<file path="config.mk">
export PLATFORM = sky130hd
export DESIGN_NAME = hexuart_fifo
export DESIGN_NICKNAME = d
export VERILOG_FILES = /design/src/rtl/hexuart_fifo.sv
export SDC_FILE = /design/constraint.sdc
export NUM_CORES = 1
export LEC_CHECK = 0
export CORE_ASPECT_RATIO = 2
export CORE_MARGIN = 4
export CORE_UTILIZATION = 50
export CTS_BUF_LIST = sky130_fd_sc_hd__clkbuf_4 sky130_fd_sc_hd__clkbuf_8
export CTS_CLUSTER_DIAMETER = 150
export DETAILED_ROUTE_END_ITERATION = 10
export PLACE_DENSITY = 0.8
export SLEW_MARGIN = 15
export SYNTH_ARGS = -nofsm -noshare
export SYNTH_HDL_FRONTEND = slang
export SYNTH_SLANG_ARGS = --single-unit
export TNS_END_PERCENT = 20
</file>
<file path="constraint.sdc">
create_clock -name clk -period 5.85 [get_ports clk]
set_input_delay 1.17 -clock clk [delete_from_list [all_inputs] [get_ports clk]]
set_output_delay 1.17 -clock clk [all_outputs]
set_load 0.03 [all_outputs]
</file>
<file path="src/rtl/hexuart_fifo.sv">
// hexuart_fifo
//   Buffered hex-dump UART transmitter for hardware debug. Records of
//   {prefix, value} are queued through a valid/ready handshake and each one
//   is sent as 8N1 characters: optional prefix char, DATABITS/4 ASCII hex
//   digits MSB first, then CR LF. Records offered while the FIFO is full are
//   dropped and counted.
//
// Ports
//   clk      in   clock, all logic on posedge
//   reset_n  in   asynchronous active-low reset
//   prefix   in   [7:0]          ASCII prefix char of the record
//   value    in   [DATABITS-1:0] word to print
//   in_valid in   record offered
//   in_ready out  FIFO not full; record accepted when in_valid & in_ready
//   tx       out  UART line, idle high
//   busy     out  record in flight or FIFO not empty
//   dropcnt  out  [15:0] records refused while full, saturating
module hexuart_fifo #(
    parameter int CLKFREQ   = 50000000,
    parameter int BAUDRATE  = 115200,
    parameter int SAMPLECLK = CLKFREQ / BAUDRATE,
    parameter int DATABITS  = 32,
    parameter int FIFOBITS  = 3,
    parameter int LOWERCASE = 0,
    parameter int PREFIX_EN = 1
) (
    input  logic                clk,
    input  logic                reset_n,
    input  logic [7:0]          prefix,
    input  logic [DATABITS-1:0] value,
    input  logic                in_valid,
    output logic                in_ready,
    output logic                tx,
    output logic                busy,
    output logic [15:0]         dropcnt
);

    localparam int DEPTH = 2 ** FIFOBITS;
    localparam int RECW  = 8 + DATABITS;
    localparam int NDIG  = DATABITS / 4;
    localparam int BW    = $clog2(SAMPLECLK);
    localparam int DW    = $clog2(NDIG) + 1;
    localparam logic [BW-1:0] BAUD_LAST = BW'(SAMPLECLK - 1);
    localparam logic [DW-1:0] DIG_LAST  = DW'(NDIG - 1);

    localparam logic [2:0] S_IDLE   = 3'd0;
    localparam logic [2:0] S_LOAD   = 3'd1;
    localparam logic [2:0] S_PREFIX = 3'd2;
    localparam logic [2:0] S_DIGIT  = 3'd3;
    localparam logic [2:0] S_CR     = 3'd4;
    localparam logic [2:0] S_LF     = 3'd5;

    logic [RECW-1:0]     mem [DEPTH];
    logic [FIFOBITS:0]   wr_ptr;
    logic [FIFOBITS:0]   rd_ptr;
    logic                full;
    logic                empty;
    logic                push;
    logic                pop;
    logic [RECW-1:0]     head;
    logic [7:0]          head_pfx;
    logic [DATABITS-1:0] head_val;

    logic [2:0]          state;
    logic [9:0]          frame;
    logic [3:0]          bit_cnt;
    logic [BW-1:0]       baud_cnt;
    logic [DW-1:0]       dig_cnt;
    logic [DATABITS-1:0] shreg;
    logic [DATABITS-1:0] shifted;

    function automatic logic [7:0] hex_char(input logic [3:0] n);
        if (n < 4'd10)
            return 8'h30 + {4'h0, n};
        else if (LOWERCASE != 0)
            return 8'h57 + {4'h0, n};
        else
            return 8'h37 + {4'h0, n};
    endfunction

    // Start bit in bit 0, stop bit in bit 9; shifted right once per bit time.
    function automatic logic [9:0] char_frame(input logic [7:0] c);
        return {1'b1, c, 1'b0};
    endfunction

    assign empty    = (wr_ptr == rd_ptr);
    assign full     = (wr_ptr[FIFOBITS] != rd_ptr[FIFOBITS]) &&
                      (wr_ptr[FIFOBITS-1:0] == rd_ptr[FIFOBITS-1:0]);
    assign push     = in_valid && !full;
    assign pop      = (state == S_LOAD);
    assign head     = mem[rd_ptr[FIFOBITS-1:0]];
    assign head_pfx = head[RECW-1 -: 8];
    assign head_val = head[DATABITS-1:0];
    assign shifted  = shreg << 4;

    assign in_ready = !full;
    assign busy     = (state != S_IDLE) || !empty;
    // tx is gated by state so an async reset forces the line high at once.
    assign tx       = (state == S_IDLE || state == S_LOAD) ? 1'b1 : frame[0];

    always_ff @(posedge clk) begin
        if (push)
            mem[wr_ptr[FIFOBITS-1:0]] <= {prefix, value};
    end

    always_ff @(posedge clk or negedge reset_n) begin
        if (!reset_n) begin
            wr_ptr  <= '0;
            rd_ptr  <= '0;
            dropcnt <= '0;
        end else begin
            if (push)
                wr_ptr <= wr_ptr + 1'b1;
            if (pop)
                rd_ptr <= rd_ptr + 1'b1;
            if (in_valid && full && dropcnt != 16'hffff)
                dropcnt <= dropcnt + 16'd1;
        end
    end

    always_ff @(posedge clk or negedge reset_n) begin
        if (!reset_n) begin
            state    <= S_IDLE;
            frame    <= '1;
            bit_cnt  <= '0;
            baud_cnt <= '0;
            dig_cnt  <= '0;
            shreg    <= '0;
        end else begin
            case (state)
                S_IDLE: begin
                    if (!empty)
                        state <= S_LOAD;
                end
                S_LOAD: begin
                    shreg    <= head_val;
                    baud_cnt <= '0;
                    bit_cnt  <= '0;
                    dig_cnt  <= '0;
                    if (PREFIX_EN != 0) begin
                        state <= S_PREFIX;
                        frame <= char_frame(head_pfx);
                    end else begin
                        state <= S_DIGIT;
                        frame <= char_frame(hex_char(head_val[DATABITS-1 -: 4]));
                    end
                end
                S_PREFIX, S_DIGIT, S_CR, S_LF: begin
                    if (baud_cnt != BAUD_LAST) begin
                        baud_cnt <= baud_cnt + 1'b1;
                    end else begin
                        baud_cnt <= '0;
                        if (bit_cnt != 4'd9) begin
                            bit_cnt <= bit_cnt + 4'd1;
                            frame   <= {1'b1, frame[9:1]};
                        end else begin
                            // Stop bit done: load the next character in the same
                            // cycle so characters of one record run back-to-back.
                            bit_cnt <= '0;
                            case (state)
                                S_PREFIX: begin
                                    state <= S_DIGIT;
                                    frame <= char_frame(hex_char(shreg[DATABITS-1 -: 4]));
                                end
                                S_DIGIT: begin
                                    shreg <= shifted;
                                    if (dig_cnt == DIG_LAST) begin
                                        state <= S_CR;
                                        frame <= char_frame(8'h0D);
                                    end else begin
                                        dig_cnt <= dig_cnt + 1'b1;
                                        frame   <= char_frame(hex_char(shifted[DATABITS-1 -: 4]));
                                    end
                                end
                                S_CR: begin
                                    state <= S_LF;
                                    frame <= char_frame(8'h0A);
                                end
                                default: begin
                                    state <= empty ? S_IDLE : S_LOAD;
                                end
                            endcase
                        end
                    end
                end
                default: state <= S_IDLE;
            endcase
        end
    end

endmodule

</file>
# Yosys cells after proc, flatten, opt, wreduce, memory -nomap -nowiden
# Memories as Yosys holds them, arrays and structs flattened.
# Index checks and enable logic that the tools add are counted.
totals:
  reg_bits: 86
  ram_bits: 320
  inputBits: 43
  output_inout_bits: 19
  word_cells: 89
  mem_count: 1
op_classes:
  addsub: 10
  magnitude_cmp: 2
  n_eq_ne: 19
  n_mux: 31
  reduce_logical: 17
mem_list:
  columns: ["name", "depth", "word_bits", "read_ports", "rd_ports_with_merged_regs", "wr", "line", "rtl"]
  rows:
  - ["mem", 8, 40, 1, 0, 1, "53", "logic [RECW-1:0] mem [DEPTH];"]
ops:
  columns: ["operator", "count"]
  rows:
  - ["two-way mux 32 bit", 3]
  - ["one-hot mux 32 bit (2 select lines)", 1]
  - ["one-hot mux 10 bit (3 select lines)", 1]
  - ["adder 6 x 4 -> 7 bit, first input constant", 4]
  - ["two-way mux 4 bit", 6]
  - ["two-way mux 10 bit", 2]
  - ["one-hot mux 10 bit (2 select lines)", 1]
  - ["one-hot mux 3 bit (3 select lines)", 2]
  - ["one-hot mux 9 bit (2 select lines)", 1]
  - ["adder 16 x 1 -> 16 bit, second input constant", 1]
  - ["adder 4 x 1 -> 4 bit, second input constant", 4]
  - ["!= test 16 bit, second input constant", 1]
  - ["one-hot mux 4 bit (2 select lines)", 2]
  - ["two-way mux 7 bit", 2]
  - ["two-way mux 3 bit", 4]
  - ["!= test 2 bit, second input constant", 5]
  - ["adder 9 x 1 -> 9 bit, second input constant", 1]
  - ["two-way mux 9 bit", 1]
  - ["!= test 9 bit, second input constant", 1]
  - ["less-than comparator 4 bit, second input constant", 2]
  - ["two-way mux 8 bit", 1]
  - ["AND reduction 4 bit", 2]
  - ["== test 3 x 2 -> 1 bit, second input constant", 2]
  - ["== test 3 bit, second input constant", 2]
  - ["19 further kinds", 27]

# Longest topological paths before layout
depth:
  ltp_word: 7
  mapped_depth: 10

# Least setup slack after synthesis
# Ideal clock, no wire load.
synth_path:
  path_kind: "input to register"
  from: "in in_valid"
  to: "mem mem[1][0] in the netlist's numbering (enable)"
  setup_time_ns: 0.551
  arrival_time_ns: 5.469
  slack_ns: -0.170
  stages: 2
  path_buffers: 0
  path_cell_list: "nand2_1 -> nor4b_1"
synth_via:
  elab_chain_cells: 3
synth_rtl:
  columns: ["element", "line", "rtl"]
  rows:
  - ["start: declaration", "31", "input logic in_valid,"]
  - ["logical AND 1 bit", "89", "assign push = in_valid && !full;"]
  - ["two-way mux 1 bit", "102", "if (push)"]
  - ["two-way mux 1 bit (not written as such)", "103", "mem[wr_ptr[FIFOBITS-1:0]] <= {prefix, value};"]
  - ["end: declaration", "53", null]
# No other way between the ends.

# Final worst setup path
layout_path:
  from: "reg rd_ptr[1]"
  to: "out busy"
layout_via:
  elab_chain_cells: 3
layout_rtl:
  columns: ["element", "line", "rtl"]
  rows:
  - ["start: declaration", "55", "logic [FIFOBITS:0] rd_ptr;"]
  - ["start signal: assignment", "115", "rd_ptr <= rd_ptr + 1'b1;"]
  - ["== test 4 bit", "86", "assign empty = (wr_ptr == rd_ptr);"]
  - ["zero test 1 bit", null, null]
  - ["logical OR 1 bit", "97", "assign busy = (state != S_IDLE) || !empty;"]
  - ["end: declaration", "34", "output logic busy,"]
# No other way between the ends.

==> results.json <==
{
  "dp_hpwl_mm": 19.58,
  "grt_max_degree": 71,
  "core_um2": 32460,
  "cts_hold_buf": 0,
  "clock_sinks": 405,
  "wl_met2_mm": 18.28,
  "synth-seq-cells": 405,
  "grt-ovfl-total": 0,
  "via_count": 8911,
  "route.met3.wl_mm": 1.662,
  "drv_slew": 0,
  "nets": 1123,
  "drt-total-wl_mm": 33.33,
  "setup_tns_ns": 0,
  "drive_gt1_frac": 0.1930,
  "drt-initial-drc-count": 654,
  "outcome": "complete, no violations",
  "synth_warnings": 0,
  "wl_met1_mm": 11.84,
  "path_max_fanout": 31,
  "cp_slowest_stage_delay_ns": 0.67,
  "hold_viol_final": 0,
  "timing_worst_setup_path_type": "register to output port",
  "clockBufferDepth": 3,
  "required_ns": 4.68,
  "cts-root-buf": "clkbuf_8",
  "grt_util_all_layers": 0.1895,
  "synthCells": 992,
  "synth_most_common_cell": "edfxtp_1",
  "place_congestion": 0.7898,
  "irDropWorstVdd_mv": 0.2206,
  "seqCellArea_um2": 11760,
  "critPathSlowestCell": "dfrtp_4",
  "finalCritPeriodShare": 0.6974,
  "drc_errors": 0,
  "tightest_slew_ns": 0.8818,
  "clkTransAtPathRegs_ns": 0.07,
  "die-area_um2": 36200,
  "synth-async-reset-ratio": 0.2099,
  "netlist_top_cells_count": "edfxtp_1 (320), nand2_1 (94), o21ai_0 (85)",
  "syn-cell-area_um2": 16520,
  "yosys.area.top_type": "edfxtp_1",
  "syn_nets": 1045,
  "clk-insertion-delay-late_ns": 0.60,
  "fillers": 2338,
  "max_slew_margin": 0.4082,
  "synth.area.top_cells": "edfxtp_1 (58%), dfrtp_1 (12%), mux4_2 (9.5%)",
  "multiInputGateArea_um2": 4534,
  "end_kind": "output port",
  "yosys.cell_types.count": 60,
  "r2r_setup_slack_ns": 2.52,
  "grt_pass1_vias": 9454,
  "htree_levels": 2,
  "row_count": 93,
  "ys_seq_area_frac": 0.7110,
  "maxCapViolCount": 0,
  "io_pins": 62,
  "start_util": 0.5090,
  "top_layer_used": "met4",
  "synth_top_cell_area_share": 0.5816,
  "max_freq_ghz": 0.2451,
  "wire_per_inst_um": 21.62,
  "post-cts-setup-buffers": 0,
  "dr.pass1.iters": 5,
  "vias_per_cell": 5.779,
  "numPortBuffers": 61,
  "area_growth_pct": 13.20,
  "critPathArrivalTime_ns": 2.91,
  "antenna_found_initial": 1,
  "finalWorstPathRequiredPeriod_ns": 4.080,
  "die_x_um": 136.5,
  "fin_worst_skew_ns": 0.02664,
  "avgSynthCellArea_um2": 16.66,
  "rsz0062_at_grt": "false",
  "synth_edf_count": 320,
  "p_per_area_nw_per_um2": 433.3,
  "p_total_mw": 8.105,
  "cts_inserted_buffers": 52,
  "synthFlopType": "edfxtp_1",
  "setup_viol": 0,
  "worstPathCellList": "xor2_1 > nor4b_1 > nand2_1 > clkdlybuf4s50_1",
  "cts_resized": 0,
  "leakagePower_nw": 6.316,
  "die_h_um": 265.1,
  "cts_tree": "built",
  "hold_slack_ns": 0.4791,
  "ant_nets": 0,
  "hold_class": "register to register",
  "grt_first_pass_wirelength_mm": 52.70,
  "start_kind": "register"
}
area by class of cell:
cell class | instances | area share
Tap cell | 427 | 0.02856
Clock buffer | 80 | 0.05184
Timing Repair Buffer | 77 | 0.03893
Clock inverter | 18 | 0.007358
Antenna cell | 1 | 0.0001338
Inverter | 11 | 0.002208
Sequential cell | 405 | 0.6285
Multi-Input combinational cell | 523 | 0.2424
path summary, 6_finish.rpt:
check,startpoint,to,depth (start not counted)
min in group asynchronous,reset_n,dropcnt[0]$_DFFE_PN0P_,1
min,shreg[19]$_DFFE_PN0P_,shreg[19]$_DFFE_PN0P_,2
min reg2reg,shreg[19]$_DFFE_PN0P_,shreg[19]$_DFFE_PN0P_,2
max in group asynchronous,reset_n,rd_ptr[0]$_DFFE_PN0P_,2
max reg2reg,rd_ptr[0]$_DFFE_PN0P_,shreg[4]$_DFFE_PN0P_,7
max,rd_ptr[1]$_DFFE_PN0P_,busy,4
where the power goes:
group | leakage (nW) | internal (mW) | switching [mW]
registers | 4.00 | 3.67 | 0.334
clock network | 0.592 | 1.15 | 0.991
logic | 1.73 | 0.863 | 1.10
logic make-up (layout without fill, tap and decap cells):
group / count (synthesis) / count (layout) / share of synthesized area
AND/OR/NAND/NOR: 210 / 210 / 0.06414
multiplexers: 131 / 131 / 0.1329
flip-flops: 405 / 405 / 0.7110
buffers and inverters: 64 / 186 / 0.01855
AO/OA/AOI/OAI: 143 / 143 / 0.05051
other: 0 / 1 / 0
XOR/XNOR: 29 / 29 / 0.01537
adder cells (fa/ha/maj): 10 / 10 / 0.007572
layout by cell type (no fill, tap or decap), drive strengths merged, types with 5 or more instances in the layout:
cell type and instances:
mux2 7, nand4 15, nor2 23, and3 8
buf 17, clkinv 15, xor2 7, nor2b 7
nor3 6, nand3b 5, inv 11, a22oi 6
edfxtp 320, nand3 22, o31ai 8, a21oi 14
nand2 94, o21ai 87, dfrtp 76, a31oi 8
mux4 70, ha 10, dfstp 9, and4 5
xnor2 22, clkbuf 80, clkdlybuf4s50 60, mux2i 54
through the flow:
step	util	area (um2)	setup slack (ns)	instances
floorplan	-	16530	0.2006	992
global placement	0.5420	17590	2.349	1443
detailed placement	0.5420	17590	2.314	1443
CTS	0.5761	18700	1.686	1541
global route	0.5761	18700	1.562	1542
finish	0.5761	18700	1.770	1542
flip-flops by register name, summed over array words and instances (netlist names):
register  flops
dropcnt      16
wr_ptr        4
frame         9
rd_ptr        4
shreg        32
bit_cnt       4
state         3
baud_cnt      9
mem         320
dig_cnt       4
layer usage:
| layer | vias to the layer above | global-route usage |
|---|---|---|
| li1 | 4028 | - |
| met1 | 4506 | 0.2175 |
| met2 | 296 | 0.3402 |
| met3 | 81 | 0.02555 |
| met4 | 0 | 0.09763 |
| met5 | - | 0 |
worst max-delay path, delay by kind of cell (launching register included):
family,cells,cell delay [ns]
xor gates and xnor gates,1,0.25
buffers and inverters,1,0.63
DFF,1,0.67
and+or+nand+nor,2,0.78
No activity file was read; power rests on OpenSTA's default activity.
